--- config.mk ---
export PLATFORM = sky130hd
export DESIGN_NAME = demux4_buf
export DESIGN_NICKNAME = d
export VERILOG_FILES = /design/src/rtl/demux4_buf.sv
export SDC_FILE = /design/constraint.sdc
export NUM_CORES = 1
export LEC_CHECK = 0
export BUFFER_PORTS_ARGS = -buffer_cell sky130_fd_sc_hd__buf_2
export CAP_MARGIN = 0
export CORE_ASPECT_RATIO = 2
export CORE_MARGIN = 3
export CORE_UTILIZATION = 40
export CTS_BUF_LIST = sky130_fd_sc_hd__clkbuf_4
export CTS_CLUSTER_SIZE = 16
export DETAILED_ROUTE_END_ITERATION = 6
export PLACE_DENSITY = 0.67
export SKIP_LAST_GASP = 1
export SLEW_MARGIN = 10
export SYNTH_ARGS = -nofsm -noshare
export SYNTH_HDL_FRONTEND = slang
export SYNTH_SLANG_ARGS = --single-unit
--- constraint.sdc ---
create_clock -name clk -period 1.84 [get_ports clk]
set_clock_uncertainty 0.05 [all_clocks]
set_input_delay 0.184 -clock clk [delete_from_list [all_inputs] [get_ports clk]]
set_output_delay 0.184 -clock clk [all_outputs]
set_load 0.005 [all_outputs]
--- src/rtl/demux4_buf.sv ---
// 1-to-4 demultiplexer with a one-entry valid/ready output register per channel.
// Counts blocked producer cycles in a saturating 8-bit overflow counter.
module demux4_buf #(
  parameter int unsigned WIDTH = 8
) (
  input  logic               clk,
  input  logic               rst,
  input  logic [WIDTH-1:0]   in_data,
  input  logic [1:0]         in_sel,
  input  logic               in_valid,
  output logic               in_ready,
  output logic [4*WIDTH-1:0] out_data,
  output logic [3:0]         out_valid,
  input  logic [3:0]         out_ready,
  output logic [7:0]         overflow_cnt
);

  logic [WIDTH-1:0] data_q [4];
  logic [WIDTH-1:0] data_d [4];
  logic [3:0]       valid_q, valid_d;
  logic [7:0]       ovf_q, ovf_d;
  logic [3:0]       drain;
  logic             accept;

  assign drain    = valid_q & out_ready;
  // Only the addressed channel gates the producer.
  assign in_ready = ~valid_q[in_sel] | out_ready[in_sel];
  assign accept   = in_valid & in_ready;

  always_comb begin
    valid_d = valid_q;
    ovf_d   = ovf_q;
    for (int unsigned n = 0; n < 4; n++) begin
      data_d[n] = data_q[n];
      // A same-cycle accept overrides a drain, keeping the channel at full throughput.
      if (accept && (in_sel == 2'(n))) begin
        data_d[n]  = in_data;
        valid_d[n] = 1'b1;
      end else if (drain[n]) begin
        valid_d[n] = 1'b0;
      end
    end
    if (in_valid && !in_ready && (ovf_q != 8'hff)) begin
      ovf_d = ovf_q + 8'd1;
    end
  end

  always_ff @(posedge clk) begin
    if (rst) begin
      valid_q <= '0;
      ovf_q   <= '0;
      for (int unsigned n = 0; n < 4; n++) begin
        data_q[n] <= '0;
      end
    end else begin
      valid_q <= valid_d;
      ovf_q   <= ovf_d;
      for (int unsigned n = 0; n < 4; n++) begin
        data_q[n] <= data_d[n];
      end
    end
  end

  always_comb begin
    out_data = '0;
    for (int unsigned n = 0; n < 4; n++) begin
      out_data[n*WIDTH +: WIDTH] = data_q[n];
    end
  end

  assign out_valid    = valid_q;
  assign overflow_cnt = ovf_q;

endmodule

==> results of run 1 <==
[repair_timing]
action | 4_1_cts | 5_1_grt
setup buffers | 2 | 0
setup endpoints to repair | 5 | 7
pin swaps | 0 | 4
cloned | 0 | 0
resized for setup | 4 | 3
[sequential cells by signal, summed over array words and instances, names as in the netlist]
signal,count
data_q,32
overflow_cnt,8
out_valid,4
[placed cells by master (no fill, tap or decap)]
cell type	netlist	layout
clkinv_2	0	1
nor3b_1	1	1
nand3_1	2	2
o21bai_1	1	1
inv_1	2	2
a21oi_2	0	2
nor3_2	0	1
and4b_1	1	1
nand2b_4	3	3
nand4_1	3	3
nand2_1	4	4
o31ai_1	5	5
or3_1	2	2
or4_4	0	1
o21ai_1	3	3
or4_1	5	4
nand2b_1	3	3
nor2b_1	2	2
and2_1	1	1
a21oi_1	10	8
dfxtp_1	44	41
buf_4	0	5
clkinvlp_4	0	1
buf_12	0	1
dfxtp_2	0	3
mux4_2	1	1
nor2_1	35	35
buf_6	1	1
clkbuf_4	0	5
mux2i_1	33	33
ha_1	1	1
buf_2	0	61
[kinds of logic after synthesis]
kind of cell               Yosys count
AOI/OAI and AO/OA                   19
adders and majority gates            1
buffers and inverters               11
DFF                                 44
muxes                               34
and+or+nand+nor                     63
[power groups by stage]
stage | Clock [W] | Sequential [W] | Combinational, W
finish | 0.000455 | 0.000996 | 0.000166
global route | 0.000507 | 0.00100 | 0.000186
CTS | 0.000476 | 0.000996 | 0.000170
detailed placement | 0 | 0.00102 | 0.000167
global placement | 0 | 0.00102 | 0.000165
floorplan | 0 | 0.00102 | 0.0000841
[worst max-delay path: cells and delay by family (launching register included)]
family | cells | cell delay, ns
compound gates | 1 | 0.12
mux | 1 | 0.49
buf+inv | 1 | 0.16
flops | 1 | 0.37
simple gates | 2 | 0.57
[final cells by class]
cell class                      instances  area [sq um]  area share
Sequential cell                        44           885       0.402
Tap cell                               52          65.1      0.0296
Inverter                                2          7.51     0.00341
Multi-Input combinational cell        117           818       0.372
Timing Repair Buffer                   68           374       0.170
Clock inverter                          2          12.5     0.00569
Clock buffer                            5          37.5      0.0171
[layer usage]
metal	GRT usage	routed length [um]
met1	0.166	1600
met2	0.305	2070
met3	0.0363	230
met4	0.0768	79
met5	0	0
[worst min-delay path by stage]
stage                     cells after the start  slack (ns)            to         start
after floorplan                               2        0.28  data_q[0][0]    in_data[0]
after global placement                        3        0.42  data_q[0][4]    in_data[4]
after detailed placement                      2        0.43  data_q[2][1]  data_q[2][1]
after CTS                                     3        0.04  out_valid[3]  out_ready[3]
after global routing                          3        0.04  out_valid[3]  out_ready[3]
final                                         3        0.05  data_q[1][7]    in_data[7]
[per-stage QoR]
step	setup slack (ns)	setup TNS, ns
2_1_floorplan	0.142	0
3_3_place_gp	0.0317	0
3_5_place_dp	0.0114	0
4_1_cts	0.0114	0
5_1_grt	-0.0161	-0.0470
6_report	0.0335	0
==> impl_metrics.csv, run 1 <==
group,metric,value,unit
run_status,status,"complete, no violations",
critical_path,crit_chain,"nand2b_4 > mux4_2 > buf_6 > or4_4 > a21oi_2",
routing,antenna_left,0,
sta,setup_viol,0,
routing,drtPass1Iterations,6,
synth,syn_inst,172,
placement,io_buffers,61,
clock_network,clk_path_buf_depth,2,
synth,netlist.area_leader.share,0.509,
clock_network,cts_sinks,44,
synth,synth_compound_area_frac,0.0636,
sta,slew_headroom,0.633,
cells_and_area,n_antenna_cell,0,
critical_path,path_class,"flip-flop to flip-flop",
synth,yosysMostFrequentCell,"dfxtp_1",
critical_path,cp_max_fo,9,
sta,drv_slew,0,
synth,yosys.area_share.simple,0.189,
grt,grt_pass1_wl,6440,um
pwr,combinationalPowerShare,0.103,
critical_path,slowest_delay,0.51,ns
grt,antenna_found_initial,0,
placement,dp_cells,281,
critical_path,r2r-start,"out_valid[3]",
critical_path,crit_start,"out_valid[3]",
floorplanning,die_h,99.1,um
clock_network,root_buffer,"clkbuf_4",
clock_network,cts_buffers,5,
sta,period_needed,1.81,ns
routing,drc,0,
pwr,pwr-share-seq,0.616,
critical_path,ff2ff_setup_slack,0.03,ns
sta,hold_viol_final,0,
routing,via_per_inst,5.02,
critical_path,cp_slowest_cell,"or4_4",
pwr,intPower,0.00120,W
synth,synthAdderAreaFrac,0.00723,
synth,yosys_warnings,0,
critical_path,r2r_cells,5,
routing,drt_iter0_drc,15,
pwr,p_clk_frac,0.281,
floorplanning,io_pins,62,
floorplanning,initial_core_util,0.419,
critical_path,worstPathArrival,2.04,ns
pwr,switching_share,0.257,
floorplanning,die_area,0.00520,sq mm
placement,post-dp-hpwl,2960,um
grt,grt_max_degree,27,
cells_and_area,drive_gt1_frac,0.361,
sta,fin_hold_ws,0.0549,ns
cells_and_area,nFillCells,411,
synth,synth-xor-area-share,0,
job,max-cap-violations,0,
routing,post_drt_wl_per_cell,13.7,um
synth,synth_ff_type,"dfxtp_1",
synth,synth_edf_count,0,
synth,synth_top_area_cell,"dfxtp_1",
clock_network,cts_tree,"done",
critical_path,required,2.08,ns
routing,routed_wl,3990,um
sta,rsz0062_at_grt,"true",
cells_and_area,fin_cells,290,
grt,track_usage,0.166,
clock_network,h-tree-depth,2,
synth,async_flop_share,0,
clock_network,hold_buffers,0,
pwr,power_switching,0.000416,W
critical_path,startpoint_type,"flip-flop",
cells_and_area,nets,256,
cells_and_area,syn_to_final_growth,27.0,%
synth,yosys.cell_types.count,25,
placement,postPlaceCellArea,0.00212,sq mm
floorplanning,die_w,52.5,um
worst_hold_path,hold_path.class,"primary input to flip-flop",
clock_network,clk_pin_slew,0.14,ns
critical_path,crit_end,"overflow_cnt[7]",
synth,muxShareOfSynthArea,0.204,
sta,worstMarginPinSlew,0.546,ns
synth,ys_ff_latch,44,
placement,gp_congestion,0.691,
floorplanning,fp-row-count,33,
synth,synth_fp_nets,190,
floorplanning,coreArea,0.00413,sq mm
synth,avgSynthCellArea,10.1,sq um
pwr,peakVddDrop,0.554,mV
critical_path,end_kind,"flip-flop",
synth,synth_top_family_by_area,"multiplexers",
pwr,p_leak,1.01,nW
synth,synth_area_leaders,"dfxtp_1 (51%), mux2i_1 (19%), nor2_1 (7.6%)",
critical_path,r2r_end,"overflow_cnt[7]",
routing,vias,1457,
grt,grt_pass1_vias,1441,
pwr,power.total,0.00162,W
cells_and_area,fin_util,0.533,
synth,yosysSeqAreaShare,0.509,
clock_network,clkLatencyLatePin,0.35,ns
sta,period_share,0.982,
pwr,power.density,735,mW/mm^2
sta,timing.fmax,554,MHz
grt,grt_remaining_overflow,0,
synth,synth_area,0.00173,sq mm
synth,synth_commonest_cells,"dfxtp_1 (44), nor2_1 (35), mux2i_1 (33)",
cells_and_area,fin_area,0.00220,sq mm
Note: power is estimated with default switching activity, not from simulation.
==> run 2, diff against run 1 <==
CORE_ASPECT_RATIO = 0.8   (was 2)
CORE_MARGIN = default   (was 3)
GPL_TIMING_DRIVEN = 1   (was default)
==> impl_metrics.csv, run 2 (synthesis gave the netlist of run 1 again) <==
group,metric,value,unit
cells_and_area,largest_register_ffs,32,
routing,routed_wl,4120,um
cells_and_area,regMostFlops,"data_q",
clock_network,h-tree-depth,2,
critical_path,path_class,"flip-flop to flip-flop",
floorplanning,initial_core_util,0.414,
critical_path,required,2.07,ns
cells_and_area,final_common_cell,"buf_2",
sta,worstMarginPinSlew,0.570,ns
floorplanning,fp-row-count,21,
clock_network,clk_pin_slew,0.12,ns
grt,track_usage,0.186,
sta,hold_viol_final,0,
sta,fin_hold_ws,0.0762,ns
run_status,status,"complete, no violations",
worst_hold_path,hold_path.class,"primary input to flip-flop",
pwr,combinationalPowerShare,0.109,
floorplanning,die_area,0.00460,sq mm
pwr,p_leak,1.02,nW
floorplanning,io_pins,62,
placement,post-dp-hpwl,2610,um
routing,drc,0,
floorplanning,die_w,75.6,um
placement,gp_congestion,0.773,
critical_path,end_kind,"flip-flop",
grt,grt_pass1_wl,6180,um
routing,drt_iter0_drc,115,
routing,via_per_inst,4.98,
grt,grt_max_degree,27,
job,max-cap-violations,0,
critical_path,worstPathArrival,2.03,ns
sta,timing.fmax,556,MHz
sta,period_share,0.977,
placement,io_buffers,61,
sta,drv_slew,0,
cells_and_area,nets,257,
clock_network,cts_tree,"done",
clock_network,cts_sinks,44,
sta,tns,0,ns
pwr,p_clk_frac,0.271,
critical_path,crit_chain,"nand2b_4 > mux4_2 > or4_1 > a21oi_1",
pwr,power_switching,0.000402,W
routing,vias,1479,
floorplanning,die_h,60.9,um
clock_network,cts_buffers,5,
clock_network,clkLatencyLatePin,0.34,ns
critical_path,cp_max_fo,5,
pwr,intPower,0.00121,W
routing,drtPass1Iterations,4,
clock_network,root_buffer,"clkbuf_4",
cells_and_area,drive_gt1_frac,0.354,
pwr,pwr-share-seq,0.619,
routing,antenna_left,0,
routing,post_drt_wl_per_cell,13.9,um
sta,rsz0062_at_grt,"true",
sta,setup_viol,0,
grt,antenna_found_initial,0,
grt,grt_remaining_overflow,0,
clock_network,hold_buffers,0,
sta,slew_headroom,0.619,
grt,grt_pass1_vias,1298,
critical_path,cp_slowest_cell,"mux4_2",
critical_path,slowest_delay,0.55,ns
clock_network,clk_path_buf_depth,2,
pwr,switching_share,0.250,
cells_and_area,n_antenna_cell,0,
cells_and_area,layout_common_cells,"buf_2 (61), dfxtp_1 (40), nor2_1 (35)",
critical_path,startpoint_type,"flip-flop",
floorplanning,coreArea,0.00418,sq mm
pwr,peakVddDrop,0.443,mV
pwr,power.density,717,mW/mm^2
cells_and_area,syn_to_final_growth,29.5,%
sta,period_needed,1.80,ns
[run 2: through the flow]
stage          instance area (sq um)  power, W  setup slack (ns)  cells   util
4_1_cts                         2210   0.00162            0.0179    296  0.530
6_report                        2240   0.00161            0.0429    297  0.537
2_1_floorplan                   1730   0.00110             0.142    172      -
5_1_grt                         2240   0.00170           -0.0448    297  0.537
3_5_place_dp                    2120   0.00118           0.00985    286  0.508
3_3_place_gp                    2120   0.00118            0.0495    286  0.508
[run 2: timing repair]
action | in CTS | in global routing
pin swaps | 0 | 1
gates cloned | 1 | 1
gates resized for setup | 4 | 2
setup endpoints to repair | 2 | 6
setup buffers | 2 | 0
endpoints found under the hold margin | 0 | 0
[run 2: area by class of cell]
cell class,count,area (sq um)
fill,395,1940
sequential,44,886
multi-input combinational,119,863
timing repair buffer,67,363
tap,57,71.3
clock buffer,5,37.5
clock inverter,3,13.8
inverter,2,7.51
[run 2: worst max-delay path: cells and delay by family, from the launching register on]
kind	cells	cell delay, ns
AO/OA/AOI/OAI	1	0.15
flip-flops	1	0.37
multiplexers	1	0.55
AND/OR/NAND/NOR	2	0.61
[run 2: final timing paths]
check	from	cells after the start	to	slack [ns]
worst max-delay path	out_valid[3]	4	overflow_cnt[7]	0.04
worst min-delay path	in_data[2]	3	data_q[3][2]	0.08
worst max register to register	out_valid[3]	4	overflow_cnt[7]	0.04
worst min register to register	data_q[2][5]	2	data_q[2][5]	0.45
[run 2: routing by layer]
metal,wire [um],part of all wire,global-route usage,vias to the layer above
li1,-,-,-,739
met1,1890,0.46,0.243,682
met2,1920,0.47,0.296,54
met3,273,0.066,0.0565,4
met4,38,0.0092,0.0608,0
met5,0,0,0,-
[run 2: power groups by stage]
stage                logic, W  clock network [W]  registers (W)
floorplan           0.0000841                  0        0.00102
global placement     0.000164                  0        0.00101
detailed placement   0.000166                  0        0.00102
CTS                  0.000171           0.000455       0.000995
global route         0.000193           0.000504        0.00100
finish               0.000176           0.000436       0.000995
==> run 3, diff against run 2 <==
--- a/config.mk
+++ b/config.mk
@@ -7,2 +7,3 @@
 export LEC_CHECK = 0
+export ABC_AREA = 1
 export BUFFER_PORTS_ARGS = -buffer_cell sky130_fd_sc_hd__buf_2
@@ -15,3 +16,3 @@
 export GPL_TIMING_DRIVEN = 1
-export PLACE_DENSITY = 0.67
+export HOLD_SLACK_MARGIN = 0.08
 export SKIP_LAST_GASP = 1
==> constraint.sdc (replaced) <==
create_clock -name clk -period 1.84 [get_ports clk]
set_clock_uncertainty 0.05 [all_clocks]
set_input_delay 0.092 -clock clk [delete_from_list [all_inputs] [get_ports clk]]
set_output_delay 0.092 -clock clk [all_outputs]
set_load 0.005 [all_outputs]
==> impl_metrics.csv, run 3 <==
group,metric,value,unit
clock_network,cts_tree,"done",
floorplanning,die_w,87.8,um
critical_path,end_kind,"output port",
floorplanning,io_pins,62,
cells_and_area,syn_to_final_growth,18.7,%
cells_and_area,fin_util,0.504,
routing,drt_iter0_drc,120,
sta,fin_hold_ws,0.0934,ns
routing,drtPass1Iterations,4,
floorplanning,die_h,70.7,um
sta,slew_headroom,0.731,
clock_network,clkLatencyLatePin,0.35,ns
sta,period_needed,1.63,ns
grt,grt_remaining_overflow,0,
critical_path,startpoint_type,"flip-flop",
synth,yosysSeqAreaShare,0.374,
routing,drc,0,
placement,dp_cells,487,
routing,antenna_left,0,
floorplanning,coreArea,0.00556,sq mm
synth,ys_ff_latch,44,
clock_network,clk_path_buf_depth,2,
synth,synth_top_area_cell,"dfxtp_1",
routing,vias,2203,
pwr,peakVddDrop,0.298,mV
floorplanning,fp-row-count,24,
routing,post_drt_wl_per_cell,11.0,um
clock_network,h-tree-depth,2,
synth,synth_edf_count,0,
synth,synth_area_leaders,"dfxtp_1 (37%), nand2_1 (16%), inv_1 (13%)",
synth,syn_inst,357,
synth,synth_fp_nets,375,
placement,post-dp-hpwl,3880,um
cells_and_area,fin_cells,499,
grt,track_usage,0.190,
cells_and_area,nFillCells,579,
critical_path,worstPathArrival,1.49,ns
placement,gp_congestion,0.769,
sta,rsz0062_at_grt,"false",
pwr,power.total,0.00178,W
clock_network,clk_pin_slew,0.13,ns
cells_and_area,regMostFlops,"data_q",
grt,grt_max_degree,39,
cells_and_area,n_antenna_cell,0,
sta,timing.fmax,612,MHz
synth,netlist.area_leader.share,0.374,
floorplanning,die_area,0.00621,sq mm
job,max-cap-violations,0,
clock_network,cts_buffers,5,
clock_network,cts_sinks,44,
sta,setup_viol,0,
critical_path,path_class,"flip-flop to output port",
worst_hold_path,hold_path.class,"primary input to flip-flop",
cells_and_area,largest_register_ffs,32,
critical_path,cp_max_fo,38,
critical_path,ff2ff_setup_slack,0.24,ns
synth,yosys_warnings,0,
pwr,power.density,636,mW/mm^2
pwr,p_leak,1.51,nW
sta,period_share,0.888,
placement,io_buffers,61,
synth,synth_commonest_cells,"nand2_1 (99), inv_1 (83), dfxtp_1 (44)",
cells_and_area,final_common_cell,"nand2_1",
synth,yosysMostFrequentCell,"nand2_1",
grt,antenna_found_initial,0,
synth,synth_area,0.00236,sq mm
clock_network,postCtsSetupRepairBufs,0,
critical_path,required,1.70,ns
floorplanning,initial_core_util,0.424,
cells_and_area,drive_gt1_frac,0.204,
routing,via_per_inst,4.41,
sta,tns,0,ns
sta,hold_viol_final,0,
synth,avgSynthCellArea,6.60,sq um
grt,grt_pass1_vias,2013,
routing,routed_wl,5490,um
grt,grt_pass1_wl,9310,um
clock_network,root_buffer,"clkbuf_4",
sta,drv_slew,0,
sta,worstMarginPinSlew,0.404,ns
cells_and_area,layout_common_cells,"nand2_1 (99), inv_1 (83), buf_2 (61)",
synth,synth_ff_type,"dfxtp_1",
synth,async_flop_share,0,
run_status,status,"complete, no violations",
synth,yosys.cell_types.count,27,
cells_and_area,nets,439,
[run 3: cell types whose count changed in the layout (fill, tap and decap cells not counted), sizes merged, moves of 6 or more]
cell / before / now
inv: 2 / 86
nand2b: 6 / 0
nand3: 2 / 18
mux2i: 33 / 0
nand4: 3 / 32
nand2: 4 / 103
[run 3: layer usage]
layer | track usage | vias up | part of all wire
met1 | 0.279 | 926 | 0.52
met3 | 0.0397 | 4 | 0.052
met5 | 0 | - | 0
met2 | 0.281 | 68 | 0.42
met4 | 0.0474 | 0 | 0.0056
li1 | - | 1205 | -
[run 3: critical path, stage by stage, from the launching register on]
cell,delay [ns]
dfxtp_1,0.38
nand2_1,0.07
nand2_1,0.05
nand2_1,0.05
nand2_1,0.19
nand2_8,0.20
buf_2,0.19
[run 3: logic make-up after synthesis]
family          count (synthesis)  share of synthesized area
xor+xnor                        3                     0.0111
buf+inv                       101                      0.184
compound gates                 14                     0.0324
fa+ha+maj                       1                    0.00531
flops                          44                      0.374
simple gates                  194                      0.394
[run 3: final cells by class]
type / instances / area [sq um] / area share
Timing Repair Buffer: 71 / 393 / 0.140
Clock buffer: 5 / 37.5 / 0.0134
Tap cell: 78 / 97.6 / 0.0349
Multi-Input combinational cell: 212 / 1050 / 0.376
Sequential cell: 44 / 881 / 0.315
Inverter: 87 / 329 / 0.118
Clock inverter: 2 / 7.51 / 0.00268
[run 3: what timing repair did]
item / CTS / global route
gates resized for setup: 0 / 1
hold buffers: 5 / 0
setup endpoints to repair: 0 / 1
endpoints found under the hold margin: 12 / 0
[run 3: metrics by stage]
step | setup WS (ns) | area [sq um]
final | 0.205 | 2800
after global routing | 0.0630 | 2800
after CTS | 0.117 | 2790
after detailed placement | 0.236 | 2690
after global placement | 0.261 | 2690
after floorplan | 0.290 | 2360
[run 3: final timing paths]
kind	end	from	cells after the start
worst min register to register	out_valid[1]	out_valid[1]	2
worst max register to register	overflow_cnt[3]	overflow_cnt[0]	7
worst max-delay path	in_ready	out_valid[2]	6
worst min-delay path	data_q[0][4]	in_data[4]	5
[run 3: where the power goes]
part	switching (W)	total (W)	internal, W
Clock	0.000313	0.000447	0.000134
Sequential	0.0000213	0.00102	0.000995
Combinational	0.000193	0.000315	0.000122
Total	0.000527	0.00178	0.00125
